$ cat src/rtl/lb_mem_responder_pkg.sv
// Shared conv-controller definitions for the line-buffer read responder:
// default widths/latencies, the return-tag layout and the FSM encoding.
package lb_mem_responder_pkg;
  localparam int SIZE_1_DEF     = 8;
  localparam int NUM_CH_DEF     = 8;
  localparam int RAM_LAT_DEF    = 1;
  localparam int FIFO_DEPTH_DEF = 4;

  typedef struct packed {
    logic valid;
    logic pad;
  } tag_t;

  typedef enum logic [1:0] {
    IDLE  = 2'd0,
    RUN   = 2'd1,
    DRAIN = 2'd2
  } state_t;
endpackage

$ cat src/rtl/lb_resp_fifo.sv
// Return FIFO for the responder: power-of-two depth, occupancy count,
// head word forced to zero while empty.
module lb_resp_fifo #(
  parameter int W     = 64,
  parameter int DEPTH = 4
) (
  input  logic                       clk,
  input  logic                       rst_n,
  input  logic                       push,
  input  logic [W-1:0]               din,
  input  logic                       pop,
  output logic [W-1:0]               dout,
  output logic                       empty,
  output logic [$clog2(DEPTH):0]     count
);
  localparam int AW = $clog2(DEPTH);

  logic [W-1:0]  mem [DEPTH];
  logic [AW-1:0] wr_ptr, rd_ptr;
  logic          do_pop;

  assign empty  = (count == '0);
  assign do_pop = pop & !empty;
  assign dout   = empty ? '0 : mem[rd_ptr];

  always_ff @(posedge clk or negedge rst_n) begin
    if (!rst_n) begin
      wr_ptr <= '0;
      rd_ptr <= '0;
      count  <= '0;
    end else begin
      if (push)   wr_ptr <= wr_ptr + 1'b1;
      if (do_pop) rd_ptr <= rd_ptr + 1'b1;
      count <= count + (AW+1)'(push) - (AW+1)'(do_pop);
    end
  end

  // Storage is not reset; the empty gate on dout hides stale contents.
  always_ff @(posedge clk) begin
    if (push) mem[wr_ptr] <= din;
  end
endmodule

$ cat src/rtl/lb_mem_responder.sv
// Line-buffer read responder: issues pixel RAM reads, zero-pads out-of-range
// requests, and returns words in request order through a credited FIFO.
module lb_mem_responder
  import lb_mem_responder_pkg::*;
#(
  parameter int SIZE_1           = SIZE_1_DEF,
  parameter int NUM_CH           = NUM_CH_DEF,
  parameter int SIZE_address_pix = 13,
  parameter int ADDR_W           = 16,
  parameter int RAM_LAT          = RAM_LAT_DEF,
  parameter int FIFO_DEPTH       = FIFO_DEPTH_DEF
) (
  input  logic                          clk,
  input  logic                          rst_n,
  input  logic                          enable,
  input  logic [SIZE_address_pix-1:0]   memstartp,
  input  logic [ADDR_W-1:0]             pix_count,
  input  logic                          mem_read_req,
  input  logic [ADDR_W-1:0]             mem_addr,
  output logic                          req_ready,
  output logic [SIZE_1*NUM_CH-1:0]      mem_data_out,
  output logic                          mem_data_valid,
  input  logic                          data_ready,
  output logic [SIZE_address_pix-1:0]   read_addressp,
  output logic                          re,
  input  logic [SIZE_1*NUM_CH-1:0]      qp,
  output logic                          busy
);
  localparam int DW  = SIZE_1 * NUM_CH;
  localparam int FCW = $clog2(FIFO_DEPTH) + 1;
  localparam int CW  = $clog2(FIFO_DEPTH + RAM_LAT + 1) + 1;

  state_t               state;
  tag_t [RAM_LAT:0]     tag_pipe;
  tag_t                 tag_in;
  logic [FCW-1:0]       fifo_cnt;
  logic [CW-1:0]        outstanding;
  logic                 accept, in_range, fifo_empty, push;
  logic [DW-1:0]        push_data;

  always_comb begin
    outstanding = CW'(fifo_cnt);
    for (int i = 0; i <= RAM_LAT; i++) outstanding = outstanding + CW'(tag_pipe[i].valid);
  end

  // Credits count tags still in the pipe, so a full FIFO can never be overrun.
  assign req_ready = rst_n & enable & (state != DRAIN) & (outstanding < CW'(FIFO_DEPTH));
  assign accept    = mem_read_req & req_ready;
  assign in_range  = mem_addr < pix_count;
  assign tag_in    = '{valid: accept, pad: accept & !in_range};
  assign busy      = (outstanding != '0);

  assign push      = tag_pipe[RAM_LAT].valid;
  assign push_data = tag_pipe[RAM_LAT].pad ? '0 : qp;

  always_ff @(posedge clk or negedge rst_n) begin
    if (!rst_n) begin
      re            <= 1'b0;
      read_addressp <= '0;
      tag_pipe      <= '0;
      state         <= IDLE;
    end else begin
      re <= accept & in_range;
      if (accept & in_range)
        read_addressp <= memstartp + mem_addr[SIZE_address_pix-1:0];
      tag_pipe <= {tag_pipe[RAM_LAT-1:0], tag_in};
      case (state)
        IDLE:    if (accept) state <= RUN;
        RUN:     if (!enable) state <= (outstanding != '0) ? DRAIN : IDLE;
        DRAIN:   if (outstanding == '0) state <= IDLE;
        default: state <= IDLE;
      endcase
    end
  end

  lb_resp_fifo #(.W(DW), .DEPTH(FIFO_DEPTH)) u_fifo (
    .clk   (clk),
    .rst_n (rst_n),
    .push  (push),
    .din   (push_data),
    .pop   (data_ready),
    .dout  (mem_data_out),
    .empty (fifo_empty),
    .count (fifo_cnt)
  );

  assign mem_data_valid = !fifo_empty;
endmodule
$ cat config.mk
export PLATFORM = sky130hd
export DESIGN_NAME = lb_mem_responder
export DESIGN_NICKNAME = d
export VERILOG_FILES = /design/src/rtl/lb_mem_responder_pkg.sv /design/src/rtl/lb_resp_fifo.sv /design/src/rtl/lb_mem_responder.sv
export SDC_FILE = /design/constraint.sdc
export NUM_CORES = 1
export LEC_CHECK = 0
export BUFFER_PORTS_ARGS = -buffer_cell sky130_fd_sc_hd__buf_2
export CAP_MARGIN = 20
export CORE_UTILIZATION = 63
export CTS_BUF_LIST = sky130_fd_sc_hd__clkbuf_8
export CTS_CLUSTER_SIZE = 40
export DETAILED_ROUTE_END_ITERATION = 7
export PLACE_DENSITY_LB_ADDON = 0.15
export SYNTH_ARGS = -nofsm -noshare
export SYNTH_HDL_FRONTEND = slang
export SYNTH_SLANG_ARGS = --single-unit
$ cat constraint.sdc
create_clock -name clk -period 8.1 [get_ports clk]
set_input_delay 1.62 -clock clk [delete_from_list [all_inputs] [get_ports clk]]
set_output_delay 1.62 -clock clk [all_outputs]
set_load 0.01 [all_outputs]
== Yosys cells after proc, flatten, opt, wreduce, memory -nomap -nowiden ==
Memory sizes are Yosys's and may differ from the RTL's.
Cells that the tools add are included.

* Eq/ne operators: 6
* Multipliers: 0
* Divide/modulo/power cells: 0
* Shift operators: 0
* Bitwise logic cells: 7
* Reductions and logical operators: 7
* Multiplexer cells: 9
* Magnitude comparators: 2
* $add $sub $neg: 7

{| class="wikitable"
|+ Operators by type and width
! operator !! number
|-
| $mux 64 || 2
|-
| $lt 16x16->1 || 1
|-
| $add 13x13->13 || 1
|-
| $mux 2 || 4
|-
| $ne 2x2->1 const B || 4
|-
| $and 1x1->1 || 7
|-
| $pmux 2 s3 || 1
|-
| $add 2x1->2 const B || 2
|-
| $add 3x1->4 || 1
|-
| $add 4x1->4 || 1
|-
| $logic_not 4->1 || 1
|-
| $lt 4x3->1 const B || 1
|-
| $reduce_bool 4->1 || 1
|-
| $add 3x1->3 || 1
|-
| $logic_not 3->1 || 1
|-
| $reduce_and 3->1 || 1
|-
| $sub 3x1->3 || 1
|-
| $eq 2x1->1 const B || 1
|-
| $eq 2x2->1 const B || 1
|-
| $logic_not 1->1 || 2
|-
| $logic_not 2->1 || 1
|-
| $mux 1 || 2
|}

* Word-level logic and storage cells: 49
* ROM bits: 0
* Bits in registers: 27
* RAM bits: 256
* Bits in latches: 0
* Input bits: 114
* Memories kept: 1
* Output and inout port bits: 81

{| class="wikitable"
|+ Memory list
! memory !! depth !! width !! rd ports !! clocked after memory_dff !! write ports !! RTL line !! RTL
|-
| u_fifo.mem || 4 || 64 || 1 || 0 || 1 || lb_resp_fifo.sv:18 || <nowiki>logic [W-1:0] mem [DEPTH];</nowiki>
|}

== Logic depth before layout (Yosys ltp) ==
* Depth in word-level cells: 7
* Mapped depth: 9
* Mapped depth without buffers: 8

== Modules after synthesis ==
Synthesis repeated with hierarchy kept, for this count alone.

* Cells, all modules: 710
* Area, all modules: 12385.6 µm²

{| class="wikitable"
|+ By module, submodules not included
! module !! sequential area each (µm²) !! times used !! cells each !! area an instance (µm²)
|-
| lb_resp_fifo || 7862.5 || 1 || 441 || 10055.9
|-
| lb_mem_responder || 500.5 || 1 || 269 || 2329.7
|}

== Worst setup path after synthesis ==
Ideal clock, no wire load.

* Path type: input -> register
* Start point: input port pix_count[10]
* End point: register read_addressp[0]
* Path buffers: 1
* Required time: 7.975 ns
* Arrival: 3.451 ns
* Setup time: 0.125 ns
* Cell stages on the path: 9
* Setup slack: 4.524 ns
* Cells stage by stage: inv_1 > ha_1 > and3_1 > o211ai_1 > o211ai_1 > or4_4 > clkinv_2 > buf_12 > mux2_4

* Word-level cells in the longest chain between the ends: 2

{| class="wikitable"
|+ RTL lines
! element !! RTL line !! RTL
|-
| start, declared || lb_mem_responder.sv:17 || <nowiki>input logic [ADDR_W-1:0] pix_count,</nowiki>
|-
| $lt 16x16->1 || lb_mem_responder.sv:49 || <nowiki>assign in_range = mem_addr < pix_count;</nowiki>
|-
| $and 1x1->1 || lb_mem_responder.sv:64 || <nowiki>if (accept & in_range)</nowiki>
|-
| end signal, assigned || lb_mem_responder.sv:65 || <nowiki>read_addressp <= memstartp + mem_addr[SIZE_address_pix-1:0];</nowiki>
|-
| end, declared || lb_mem_responder.sv:24 || <nowiki>output logic [SIZE_address_pix-1:0] read_addressp,</nowiki>
|}

Every way passes these cells.
A chain may end at the register's enable or synchronous reset.

== Worst setup path in the final report ==
* Start point: register u_fifo.rd_ptr[0]
* End point: output port mem_data_out[56]

* Word-level cells in the longest chain between the ends: 2

{| class="wikitable"
|+ RTL lines
! element !! RTL line !! RTL
|-
| start, declared || lb_resp_fifo.sv:19 || <nowiki>logic [AW-1:0] wr_ptr, rd_ptr;</nowiki>
|-
| start signal, assigned || lb_resp_fifo.sv:33 || <nowiki>if (do_pop) rd_ptr <= rd_ptr + 1'b1;</nowiki>
|-
| $mem_v2 4x64 || n/a ||
|-
| $mux 64 || lb_resp_fifo.sv:24 || <nowiki>assign dout = empty ? '0 : mem[rd_ptr];</nowiki>
|-
| end, declared || lb_mem_responder.sv:21 || <nowiki>output logic [SIZE_1*NUM_CH-1:0] mem_data_out,</nowiki>
|}

Every way passes these cells.

==> flow_summary.ini <==
[clock_network]
hold_buffers = 0
ctsResizeCount = 0
clk-insertion-delay-late_ps = 540
path_clk_slew_ps = 60
tritoncts = built
post-cts-setup-buffers = 0
clk_path_buf_depth = 3
root_buffer = clkbuf_8
htreeDepth = 2
numCtsBuffers = 43
clkSinkCount = 283

[routing]
routedWlPerCell_um = 19.2
drc = 0
drt-pass1-iter-count = 4
wirelength_um = 23300
via_per_inst = 5.63
initialDrtViolationCount = 357
ant_nets = 0
num_vias = 6816

[synthesis]
ys.flop_type = edfxtp_1
synth_top_cells_by_area = edfxtp_1 (63%), mux4_2 (12%), dfrtp_1 (5.5%)
yosysMostFrequentCell = edfxtp_1
synth_area_per_cell_um2 = 17.5
syn_area_mm2 = 0.0123
ys_ff_latch = 283
yosys.cell_types.count = 49
yosys_warnings = 0
synth_nets = 854
synth_edf_count = 256
ys_top_cells_by_count = edfxtp_1 (256), and2_1 (70), nor2b_1 (66)
ys_seq_area_share_pct = 68.2
yosys.area.top_type = edfxtp_1
synth-async-reset-ratio_pct = 9.54
netlist_instances = 702
synth_top_area_share_pct = 62.7

[sta]
rsz0062_at_grt = false
min_period_ps = 4630
tns_ps = 0
worst_slew_pin_slew_ps = 989
whs_ps = 378
relSlewSlack_pct = 34.0
finClkSkew_ps = 11.4
finalMaxSlewViolations = 0
timing.final.ws_setup_ps = 3470
finalHoldViolCount = 0
setup_viol = 0
period_share_pct = 57.1
max_freq_mhz = 216

[setup_path]
r2r_slack_ps = 4940
r2r_end = read_addressp[3]$_DFFE_PN0P_
cp_max_fo = 34
rr_worst_depth = 8
start_kind = flip-flop
critPathArrivalTime_ps = 3010
worstPathRequired_ps = 6480
critPathCaptureType = primary output
timing.rr.start = push$_DFF_PN0_
path_cells = buf_4 -> mux4_2 -> and2_1 -> buf_2
crit_path_top_delay_cell = dfrtp_4
setup.worst_path.class = reg2out
slowest_delay_ps = 860

[cells_and_area]
drive_gt1_share_pct = 36.0
fill_cells = 1151
ff_latch_area_mm2 = 0.00837
final_cell_area_mm2 = 0.0143
fin_util_pct = 75.6
fin_nets = 1067
multi_input_area_mm2 = 0.00367
fin_cells = 1211
area_growth_syn_to_layout_pct = 16.5

[hold_path]
hold_path_class = reg2reg
hold_path_depth = 0
holdPathEnd = tag_pipe[2]$_DFF_PN0_
hold_start = tag_pipe[0]$_DFF_PN0_

[global_route]
grtUsageTotal_pct = 24.4
gr-total-overflow = 0
antenna_found_initial = 2
grt_pass1_vias = 7426
grt_pass1_wl_um = 37200
grt_max_degree = 65

[job]
drv_cap = 0

[die]
die-height_um = 141
rows = 50
die_x_um = 141
start_util_pct = 64.9
ios = 195
die-area_mm2 = 0.0200
core_mm2 = 0.0189

[placement]
io_buffers = 194
place_congestion = 0.909
dp_slack_ps = 3840
postPlaceCellArea_mm2 = 0.0135
dp.cells = 1130
post-dp-hpwl_um = 14200

[power]
p_leak_nw = 5.45
power_mw = 4.22
p_per_area_mw_per_mm2 = 296
worst_ir_drop_vdd_mv = 0.188

[outcome]
status = completed
==> flip-flops by register name (all words and copies together) (netlist names) <==
signal / flops
u_fifo.mem: 256
push: 1
u_fifo.wr_ptr: 2
u_fifo.count: 3
read_addressp: 13
re: 1
u_fifo.rd_ptr: 2
state: 2
tag_pipe: 3
==> layout by cell type (no fill, tap or decap), types with 8 or more instances in the layout <==
| cell | count |
|---|---|
| nand2_1 | 15 |
| o21ai_0 | 11 |
| buf_2 | 194 |
| mux2_4 | 9 |
| ha_1 | 35 |
| nor2_1 | 15 |
| dfrtp_1 | 24 |
| clkinv_2 | 8 |
| and2_1 | 66 |
| clkinv_1 | 10 |
| inv_1 | 38 |
| a21oi_1 | 10 |
| a21o_1 | 8 |
| clkbuf_8 | 48 |
| edfxtp_1 | 256 |
| nor2b_1 | 66 |
| mux4_2 | 64 |
==> metal layers <==
metal / vias to the layer above / global-route usage (%) / part of all wire, %
met5: - / 0 / 0
met4: 0 / 8.26 / 2.0
met3: 41 / 5.20 / 6.3
met2: 244 / 41.9 / 51
met1: 3413 / 31.3 / 40
li1: 3118 / - / -
==> worst max-delay path, delay by kind of cell, from the launching register on <==
kind	cells	cell delay [ps]
buffers and inverters	2	800
and+or+nand+nor	1	180
muxes	1	600
DFF	1	860
==> layout make-up <==
type | instances | area share, %
diodes | 2 | 0.0351
repair buffers | 198 | 7.10
clock inverters | 31 | 0.929
multi-input cells | 363 | 25.7
flip-flops and latches | 283 | 58.6
inverters | 26 | 0.692
well taps | 260 | 2.28
clock buffers | 48 | 4.63
==> logic make-up after synthesis <==
| family | after synthesis | share of synthesized area, % |
|---|---|---|
| DFF | 283 | 68.2 |
| and+or+nand+nor | 189 | 9.15 |
| muxes | 76 | 13.1 |
| buffers and inverters | 56 | 1.90 |
| AOI/OAI and AO/OA | 48 | 2.65 |
| adders and majority gates | 38 | 4.06 |
| xor gates and xnor gates | 12 | 0.858 |
==> where the power goes <==
part,leakage [nW],switching [mW],internal (mW)
Sequential,2.64,0.137,1.72
Clock,0.463,0.520,0.546
Combinational,2.35,0.612,0.690
==> worst max-delay path by stage <==
stage	slack [ps]	from	cells past startpoint	to
floorplan	4520	pix_count[10]	9	read_addressp[0]$_DFFE_PN0P_
global placement	3880	rst_n	4	req_ready
detailed placement	3840	rst_n	4	req_ready
CTS	3340	u_fifo.rd_ptr[0]$_DFFE_PN0P_	4	mem_data_out[56]
global route	3220	u_fifo.rd_ptr[0]$_DFFE_PN0P_	4	mem_data_out[0]
finish	3470	u_fifo.rd_ptr[0]$_DFFE_PN0P_	4	mem_data_out[56]
(Power assumes the default switching activity.)
